File: src/rtl/fifo_pkg.sv
// Shared widths and types for the single-clock byte FIFO.
package fifo_pkg;
    localparam int FIFO_DATA_WIDTH = 8;
    localparam int FIFO_ADDR_WIDTH = 4;
    localparam int FIFO_DEPTH      = 1 << FIFO_ADDR_WIDTH;

    typedef logic [FIFO_ADDR_WIDTH:0]   ptr_t;
    typedef logic [FIFO_ADDR_WIDTH:0]   cnt_t;
    typedef logic [FIFO_DATA_WIDTH-1:0] data_t;
endpackage

File: src/rtl/sync_fifo8_if.sv
// Producer/consumer handshake bundle for sync_fifo8.
interface sync_fifo8_if
    import fifo_pkg::*;
#(
    parameter int DATA_WIDTH = FIFO_DATA_WIDTH,
    parameter int ADDR_WIDTH = FIFO_ADDR_WIDTH
);
    logic                  wr_en;
    logic [DATA_WIDTH-1:0] wr_data;
    logic                  rd_en;
    logic [DATA_WIDTH-1:0] rd_data;
    logic                  rd_valid;
    logic                  full;
    logic                  empty;
    logic                  almost_full;
    logic                  almost_empty;
    logic [ADDR_WIDTH:0]   count;
    logic                  overflow;
    logic                  underflow;
    logic                  err_clr;

    modport master (
        output wr_en, wr_data, rd_en, err_clr,
        input  rd_data, rd_valid, full, empty, almost_full, almost_empty,
               count, overflow, underflow
    );

    modport slave (
        input  wr_en, wr_data, rd_en, err_clr,
        output rd_data, rd_valid, full, empty, almost_full, almost_empty,
               count, overflow, underflow
    );
endinterface

File: src/rtl/fifo_ram.sv
// Simple dual-port memory: synchronous write, registered read (BRAM-inferable).
module fifo_ram
    import fifo_pkg::*;
#(
    parameter int DATA_WIDTH = FIFO_DATA_WIDTH,
    parameter int ADDR_WIDTH = FIFO_ADDR_WIDTH
) (
    input  logic                  clk,
    input  logic                  reset,
    input  logic                  we,
    input  logic [ADDR_WIDTH-1:0] waddr,
    input  logic [DATA_WIDTH-1:0] wdata,
    input  logic                  re,
    input  logic [ADDR_WIDTH-1:0] raddr,
    output logic [DATA_WIDTH-1:0] rdata
);
    logic [DATA_WIDTH-1:0] mem [2**ADDR_WIDTH];

    // Array is never reset so it maps onto block RAM.
    always_ff @(posedge clk) begin
        if (we) mem[waddr] <= wdata;
    end

    always_ff @(posedge clk) begin
        if (reset)   rdata <= '0;
        else if (re) rdata <= mem[raddr];
    end
endmodule

File: src/rtl/sync_fifo8.sv
// Single-clock byte FIFO with occupancy count, threshold flags and sticky
// overflow/underflow errors. Flags are registered from next-count.
module sync_fifo8
    import fifo_pkg::*;
#(
    parameter int DATA_WIDTH = FIFO_DATA_WIDTH,
    parameter int ADDR_WIDTH = FIFO_ADDR_WIDTH,
    parameter int AF_LEVEL   = 14,
    parameter int AE_LEVEL   = 2
) (
    input  logic       clk,
    input  logic       reset,
    sync_fifo8_if.slave bus
);
    localparam logic [ADDR_WIDTH:0] ONE       = 1;
    localparam logic [ADDR_WIDTH:0] DEPTH_CNT = {1'b1, {ADDR_WIDTH{1'b0}}};
    localparam logic [ADDR_WIDTH:0] AF_CNT    = AF_LEVEL[ADDR_WIDTH:0];
    localparam logic [ADDR_WIDTH:0] AE_CNT    = AE_LEVEL[ADDR_WIDTH:0];

    logic [ADDR_WIDTH:0] wr_ptr;
    logic [ADDR_WIDTH:0] rd_ptr;
    logic [ADDR_WIDTH:0] count_nxt;
    logic                wr_ok;
    logic                rd_ok;

    assign wr_ok = bus.wr_en & ~bus.full;
    assign rd_ok = bus.rd_en & ~bus.empty;

    always_comb begin
        count_nxt = bus.count;
        case ({wr_ok, rd_ok})
            2'b10:   count_nxt = bus.count + ONE;
            2'b01:   count_nxt = bus.count - ONE;
            default: count_nxt = bus.count;
        endcase
    end

    always_ff @(posedge clk) begin
        if (reset) begin
            wr_ptr           <= '0;
            rd_ptr           <= '0;
            bus.count        <= '0;
            bus.rd_valid     <= 1'b0;
            bus.empty        <= 1'b1;
            bus.full         <= 1'b0;
            bus.almost_empty <= 1'b1;
            bus.almost_full  <= 1'b0;
            bus.overflow     <= 1'b0;
            bus.underflow    <= 1'b0;
        end else begin
            if (wr_ok) wr_ptr <= wr_ptr + ONE;
            if (rd_ok) rd_ptr <= rd_ptr + ONE;
            bus.count        <= count_nxt;
            bus.rd_valid     <= rd_ok;
            bus.empty        <= (count_nxt == '0);
            bus.full         <= (count_nxt == DEPTH_CNT);
            bus.almost_empty <= (count_nxt <= AE_CNT);
            bus.almost_full  <= (count_nxt >= AF_CNT);
            // A fresh error in the same cycle wins over the clear.
            if (bus.wr_en & bus.full)   bus.overflow  <= 1'b1;
            else if (bus.err_clr)       bus.overflow  <= 1'b0;
            if (bus.rd_en & bus.empty)  bus.underflow <= 1'b1;
            else if (bus.err_clr)       bus.underflow <= 1'b0;
        end
    end

    fifo_ram #(
        .DATA_WIDTH (DATA_WIDTH),
        .ADDR_WIDTH (ADDR_WIDTH)
    ) u_ram (
        .clk   (clk),
        .reset (reset),
        .we    (wr_ok & ~reset),
        .waddr (wr_ptr[ADDR_WIDTH-1:0]),
        .wdata (bus.wr_data),
        .re    (rd_ok & ~reset),
        .raddr (rd_ptr[ADDR_WIDTH-1:0]),
        .rdata (bus.rd_data)
    );
endmodule
File: src/flat_wrapper.sv
// flat-port wrapper written by rule: the top's interface ports become plain ports
module sync_fifo8_flat import fifo_pkg::*;
#(
    parameter int DATA_WIDTH = FIFO_DATA_WIDTH,
    parameter int ADDR_WIDTH = FIFO_ADDR_WIDTH,
    parameter int AF_LEVEL   = 14,
    parameter int AE_LEVEL   = 2
)
  (clk, reset, bus_wr_en, bus_wr_data, bus_rd_en, bus_err_clr, bus_rd_data, bus_rd_valid, bus_full, bus_empty, bus_almost_full, bus_almost_empty, bus_count, bus_overflow, bus_underflow);
  sync_fifo8_if #(.DATA_WIDTH(DATA_WIDTH), .ADDR_WIDTH(ADDR_WIDTH)) bus_i ();
  input  logic clk;
  input  logic reset;
  input wire logic [$bits(bus_i.wr_en)-1:0] bus_wr_en;
  input wire logic [$bits(bus_i.wr_data)-1:0] bus_wr_data;
  input wire logic [$bits(bus_i.rd_en)-1:0] bus_rd_en;
  input wire logic [$bits(bus_i.err_clr)-1:0] bus_err_clr;
  output wire logic [$bits(bus_i.rd_data)-1:0] bus_rd_data;
  output wire logic [$bits(bus_i.rd_valid)-1:0] bus_rd_valid;
  output wire logic [$bits(bus_i.full)-1:0] bus_full;
  output wire logic [$bits(bus_i.empty)-1:0] bus_empty;
  output wire logic [$bits(bus_i.almost_full)-1:0] bus_almost_full;
  output wire logic [$bits(bus_i.almost_empty)-1:0] bus_almost_empty;
  output wire logic [$bits(bus_i.count)-1:0] bus_count;
  output wire logic [$bits(bus_i.overflow)-1:0] bus_overflow;
  output wire logic [$bits(bus_i.underflow)-1:0] bus_underflow;
  assign bus_i.wr_en = bus_wr_en;
  assign bus_i.wr_data = bus_wr_data;
  assign bus_i.rd_en = bus_rd_en;
  assign bus_i.err_clr = bus_err_clr;
  assign bus_rd_data = bus_i.rd_data;
  assign bus_rd_valid = bus_i.rd_valid;
  assign bus_full = bus_i.full;
  assign bus_empty = bus_i.empty;
  assign bus_almost_full = bus_i.almost_full;
  assign bus_almost_empty = bus_i.almost_empty;
  assign bus_count = bus_i.count;
  assign bus_overflow = bus_i.overflow;
  assign bus_underflow = bus_i.underflow;
  sync_fifo8 #(.DATA_WIDTH(DATA_WIDTH), .ADDR_WIDTH(ADDR_WIDTH), .AF_LEVEL(AF_LEVEL), .AE_LEVEL(AE_LEVEL)) u_core (.clk(clk), .reset(reset), .bus(bus_i));
endmodule
File: config.mk
export PLATFORM = sky130hd
export DESIGN_NAME = sync_fifo8_flat
export DESIGN_NICKNAME = d
export VERILOG_FILES = /design/src/rtl/fifo_pkg.sv /design/src/rtl/sync_fifo8_if.sv /design/src/rtl/fifo_ram.sv /design/src/rtl/sync_fifo8.sv /design/src/flat_wrapper.sv
export SDC_FILE = /design/constraint.sdc
export NUM_CORES = 1
export LEC_CHECK = 0
export CAP_MARGIN = 30
export CORE_AREA = 2 2 106 108
export CTS_CLUSTER_DIAMETER = 80
export CTS_CLUSTER_SIZE = 24
export DETAILED_ROUTE_END_ITERATION = 7
export DIE_AREA = 0 0 108 110
export PLACE_DENSITY = 0.84
export SYNTH_ARGS = -nofsm -noshare
export SYNTH_HDL_FRONTEND = slang
export SYNTH_SLANG_ARGS = --single-unit
File: constraint.sdc
create_clock -name clk -period 2.9 [get_ports clk]
set_input_delay 0.29 -clock clk [delete_from_list [all_inputs] [get_ports clk]]
set_output_delay 0.29 -clock clk [all_outputs]
set_load 0.05 [all_outputs]
# After elaboration in Yosys (flattened, before gate mapping)
# Memories as Yosys holds them, arrays and structs flattened. A register that Yosys moved wholly into a read port is not among the register bits.
# Cells that the tools add are included.
# Widths: inputs -> output; s select.
# totals
reg_bits	22
ram_bits	128
inputBits	13
elab_cells	38
memories	1
# memory_table
name	words	word_bits	rd	rd_ports_with_merged_regs	wr	line_no	source
u_core.u_ram.mem	16	8	1	1	1	fifo_ram.sv:17	logic [DATA_WIDTH-1:0] mem [2**ADDR_WIDTH];
# op_classes
add_sub_neg	4
order_cmp	2
n_eq_ne	3
muxes	6
bitwise	9
n_reduce_logical	3
# op_table
cell	n
$add 5x1->5 const B	3
$pmux 5 s2	1
$and 1x1->1	6
$eq 5x5->1 const B	1
$ge 5x4->1 const B	1
$le 5x2->1 const B	1
$logic_not 5->1	1
$mux 1	5
$sub 5x1->5 const B	1
$reduce_bool 2->1	2
$not 1->1	3
$eq 2x1->1 const B	1
$eq 2x2->1 const B	1

# Depth between registers and ports, before layout
# depth
depth_word	5
ltp_mapped	12
ltp_nobuf	10

# Hierarchy
# Synthesis repeated with hierarchy kept, for this count alone.
# hier_totals
cells_unflattened	419
area_unflattened_um2	6321.1
# by_module_without_submodules
mod	instances	cells_per_inst	area_each_um2
fifo_ram	1	316	5343.9
sync_fifo8	1	103	977.2

# Worst setup path before layout
# No wires, ideal clock.
# synth_timing
path_type	register to register
start	reg u_core.bus.empty
end	reg u_core.bus.almost_full
setup_time_ns	0.138
arrival_time_ns	2.606
setup_slack_ns	0.157
stages_incl_launch_ff	13
n_path_buf	3
period_less_slack_ns	2.743
cell_sequence	dfxtp_1 > nor2b_1 > clkbuf_1 > buf_2 > ha_1 > buf_2 > xor2_1 > ha_1 > a21oi_1 > nor2b_1 > o211ai_1 > xor2_1 > o32ai_1
# synth_via
elab_chain_cells	5
elab_cells_between_ends	6
cone_classes	order compare: 1; eq/ne: 2; mux: 1; bitwise: 2
# synth_rtl
element	line_no	source
start, declared	sync_fifo8_if.sv:30	output rd_data, rd_valid, full, empty, almost_full, almost_empty,
start signal, assigned	sync_fifo8.sv:55	bus.empty <= (count_nxt == '0);
$not 1->1 (*)	sync_fifo8.sv:27	assign rd_ok = bus.rd_en & ~bus.empty;
$and 1x1->1 (*)	sync_fifo8.sv:27	
net u_core.rd_ok	sync_fifo8.sv:24	logic rd_ok;
$eq 2x1->1 or $eq 2x2->1 (tied branches)	sync_fifo8.sv:31	case ({wr_ok, rd_ok})
$pmux 5 s2 (*)	sync_fifo8.sv:31	
$ge 5x4->1 (*)	sync_fifo8.sv:58	bus.almost_full <= (count_nxt >= AF_CNT);
end signal, assigned	sync_fifo8.sv:58	
end, declared	sync_fifo8_if.sv:30	
# Mark *: on every way through the listed nets, which the timed path passes. The rest lies on a longest branch.
# A chain may end at the register's enable or synchronous reset.

# Worst setup path after layout
# layout_timing
start	reg u_core.bus.full
end	reg u_core.bus.almost_full
# layout_via
elab_chain_cells	5
elab_cells_between_ends	6
cone_classes	order compare: 1; eq/ne: 2; mux: 1; bitwise: 2
# layout_rtl
element	line_no	source
start, declared	sync_fifo8_if.sv:30	
start signal, assigned	sync_fifo8.sv:56	bus.full <= (count_nxt == DEPTH_CNT);
$not 1->1 (*)	sync_fifo8.sv:26	assign wr_ok = bus.wr_en & ~bus.full;
$and 1x1->1 (*)	sync_fifo8.sv:26	
$eq 2x1->1 or $eq 2x2->1 (tied branches)	sync_fifo8.sv:31	
$pmux 5 s2 (*)	sync_fifo8.sv:31	
$ge 5x4->1 (*)	sync_fifo8.sv:58	
# Mark *: on every way between the ends. The rest lies on a longest branch, timed or not.

==> results.md <==
- Status: completed
- Tcrit/Tclk final: 0.862
- Non-filler cells, final: 569
- Layout cells sized above 1: 0.205
- Clock period minus worst slack: 2500 ps
- Inserted Clock Buffers: 17
- Core Region: 10700 µm²
- Highest clock rate: 0.400 GHz
- Final Hold Vio Count: 0
- Layout area overhead: 17.9%
- Cells after DPL: 537
- Worst EP required: 3290 ps
- H-Tree Depth: 4
- Hold depth: 4
- Rows: 38
- Max transition margin: 0.543
- First-pass GRT wire length: 19300 µm
- Leak: 2.43 nW
- FF-to-FF End: u_core.bus.almost_full
- Syn Inst Count: 368
- Psw: 1.54 mW
- CTS tree: yes
- Resize count post-CTS: 0
- Post-CTS setup buffer count: 0
- Maxcap violations: 0
- Clk_lat worst skew: 530 ps
- Max Fanout on Critical Path: 10
- Synth Register Bits: 156
- Starting density of the core: 0.584
- I/O Buffers: 32
- Avg Cell Area, Syn: 17.0 µm²
- Vias per Instance: 6.03
- Unrepaired setup endpoints after global routing: no
- Register share of total power: 0.452
- CTS clk-pin slew, worst paths: 60 ps
- Vias in the first global route: 3461
- Setup violators final: 0
- Fill count: 659
- Die Height: 110 µm
- Sw Share: 0.270
- Setup Crit Path Kind: reg -> reg
- VDD IR max: 0.392 mV
- Gp weighted congestion: 0.790
- Post-Syn Area: 6240 µm²
- Largest net degree at the start of global routing: 36
- Pins Over Slew Limit: 0
- Io pins: 33
- Clk network pwr share: 0.377
- N_diodes: 0
- Clock sinks: 156
- Die Area: 11900 µm²
- Clock Skews: 6.98 ps
- Cell Pwr Density: 776 nW/µm²
- Hold endpoint: u_core.bus.underflow
- Hold_buf cts: 0
- Initial DRC count: 343
- Final #Nets: 437
- Routed Antenna Nets: 0
- Hold Startpoint: bus_err_clr
- Grt total ovfl: 0
- Ys Warns: 0
- Via Count: 3431
- Reg2reg setup slack: 400 ps
- Wirelength, routed: 12600 µm
- Root Buffer: clkbuf_8
- TNS Setup: 0 ps
- HPWL after DPL: 7540 µm
- R2R cell count: 10
- Syn_nets: 389
- Worst EP arrival: 2890 ps
- Wirelength per Cell: 22.2 µm
- Worst slew pin tran: 684 ps
- Initial antenna violation count: 0
- CTS Buffer Depth: 2
- Worst Setup Start Kind: register
- Hold/Removal Path Class: in -> reg
- Pre-antenna DRT Iters: 4
- RR Startpoint: u_core.bus.full
- Sequential area share after synthesis: 0.705
- Synth cell types: 36
- CP endpoint kind: register
- DRC violations left: 0
- DIE WIDTH: 108 µm
- Combinational share of power: 0.171
- Internal power: 4.17 mW
- Total global-route track usage: 0.229
cell usage in the layout, fill, tap and decap left out, types with 3 or more instances in the layout:
cell / n
mux2i_1: 14
clkdlybuf4s50_1: 32
nor2_1: 37
dfxtp_1: 27
nand2_1: 19
edfxtp_1: 128
mux4_2: 32
clkbuf_16: 16
inv_1: 6
ha_1: 8
a21oi_1: 5
nor2b_1: 9
a22oi_1: 16
nor3_1: 6
buf_4: 20
clkinv_4: 5
xor2_1: 7
nand2b_1: 3
xnor2_1: 5
worst max-delay path by stage:
stage / end / slack (ps) / cells past startpoint / startpoint
2_1_floorplan: u_core.bus.almost_full / 160 / 12 / u_core.bus.empty
3_3_place_gp: u_core.bus.almost_full / 170 / 11 / bus_wr_en
3_5_place_dp: u_core.bus.almost_full / 10 / 11 / bus_wr_en
4_1_cts: u_core.bus.almost_full / 460 / 10 / u_core.bus.full
5_1_grt: u_core.bus.almost_full / 220 / 10 / u_core.bus.full
6_report: u_core.bus.almost_full / 400 / 10 / u_core.bus.full
synth_stat cells:
library cell  number  area [µm²]
nand2b_1           3        18.8
a31o_1             2        17.5
nor4b_1            1        8.76
buf_6              3        33.8
a21oi_2            1        8.76
or2_2              1        6.26
xnor2_1            5        43.8
o32ai_1            2        17.5
mux2i_1           14         140
inv_2              1        3.75
a22oi_1           16         120
a211o_1            1        8.76
buf_2              7        35.0
xor2_1             7        61.3
dfxtp_1           28         561
o21ai_0            1        5.00
nor2b_1            9        56.3
nor3b_1            1        7.51
nor3_1             6        30.0
and4b_1            1        10.0
nand4_1            2        12.5
and2_1             1        6.26
clkbuf_1           8        30.0
a21oi_1            5        25.0
buf_4              2        15.0
nor4bb_1           1        10.0
ha_1               8         100
buf_1              4        15.0
o211ai_1           2        15.0
nand2_1           19        71.3
edfxtp_1         128        3840
mux4_2            32         721
nor2_1            37         139
a211oi_1           2        15.0
a41o_1             1        10.0
inv_1              6        22.5
registers in the layout, indices dropped and copies added, names as in the netlist:
| signal | flops |
|---|---|
| u_core.u_ram.mem | 128 |
| u_core.u_ram.rdata | 8 |
| u_core.bus.count | 5 |
| u_core.rd_ptr | 4 |
| u_core.wr_ptr | 4 |
| u_core.bus.almost_empty | 1 |
| u_core.bus.almost_full | 1 |
| u_core.bus.empty | 1 |
| u_core.bus.full | 1 |
| u_core.bus.overflow | 1 |
| u_core.bus.rd_valid | 1 |
| u_core.bus.underflow | 1 |
metrics by stage:
stage | cell area (µm²) | setup WS [ps] | hold slack (ps) | power [mW] | util
2_1_floorplan | 6240 | 157 | 389 | 3.34 | -
3_3_place_gp | 6780 | 165 | 471 | 3.56 | 0.634
3_5_place_dp | 6780 | 9.82 | 486 | 3.59 | 0.634
4_1_cts | 7360 | 459 | 394 | 5.74 | 0.688
5_1_grt | 7360 | 225 | 450 | 5.90 | 0.688
6_report | 7360 | 400 | 410 | 5.71 | 0.688
final cells by class:
class,count,area (µm²),area share
sequential,156,4410,0.598
inverter,7,26.3,0.00357
multi-input combinational,181,1690,0.229
clock buffer,17,414,0.0563
timing repair buffer,53,490,0.0666
clock inverter,15,165,0.0224
tap,140,175,0.0238
critical path, stage by stage, from the launching register on:
cell      delay, ps
dfxtp_1         340
nor2b_1         150
inv_1           100
ha_1            330
xor2_1          210
ha_1            250
a21oi_1         170
nor2b_1          90
o211ai_1        210
xor2_1          350
o32ai_1         170
power by group through the flow:
stage	sequential, mW	combinational [mW]	clock [mW]
2_1_floorplan	2.76	0.576	0
6_report	2.58	0.979	2.15
3_5_place_dp	2.62	0.971	0
4_1_cts	2.58	0.981	2.18
3_3_place_gp	2.62	0.941	0
5_1_grt	2.59	1.05	2.27
metal layers:
| layer | up-vias | wire (µm) | GRT usage |
|---|---|---|---|
| li1 | 1517 | - | - |
| met1 | 1756 | 5130 | 0.303 |
| met2 | 140 | 6550 | 0.379 |
| met3 | 18 | 781 | 0.0558 |
| met4 | 0 | 168 | 0.0797 |
| met5 | - | 0 | 0 |
kinds of logic (layout without fill, tap and decap cells):
| family | count (synthesis) | count (layout) | synth area share |
|---|---|---|---|
| flops | 156 | 156 | 0.705 |
| simple gates | 82 | 82 | 0.0603 |
| mux | 46 | 46 | 0.138 |
| compound gates | 33 | 33 | 0.0389 |
| buf+inv | 31 | 92 | 0.0248 |
| xor+xnor | 12 | 12 | 0.0168 |
| fa+ha+maj | 8 | 8 | 0.0160 |
Note: power is estimated with default switching activity, not from simulation.
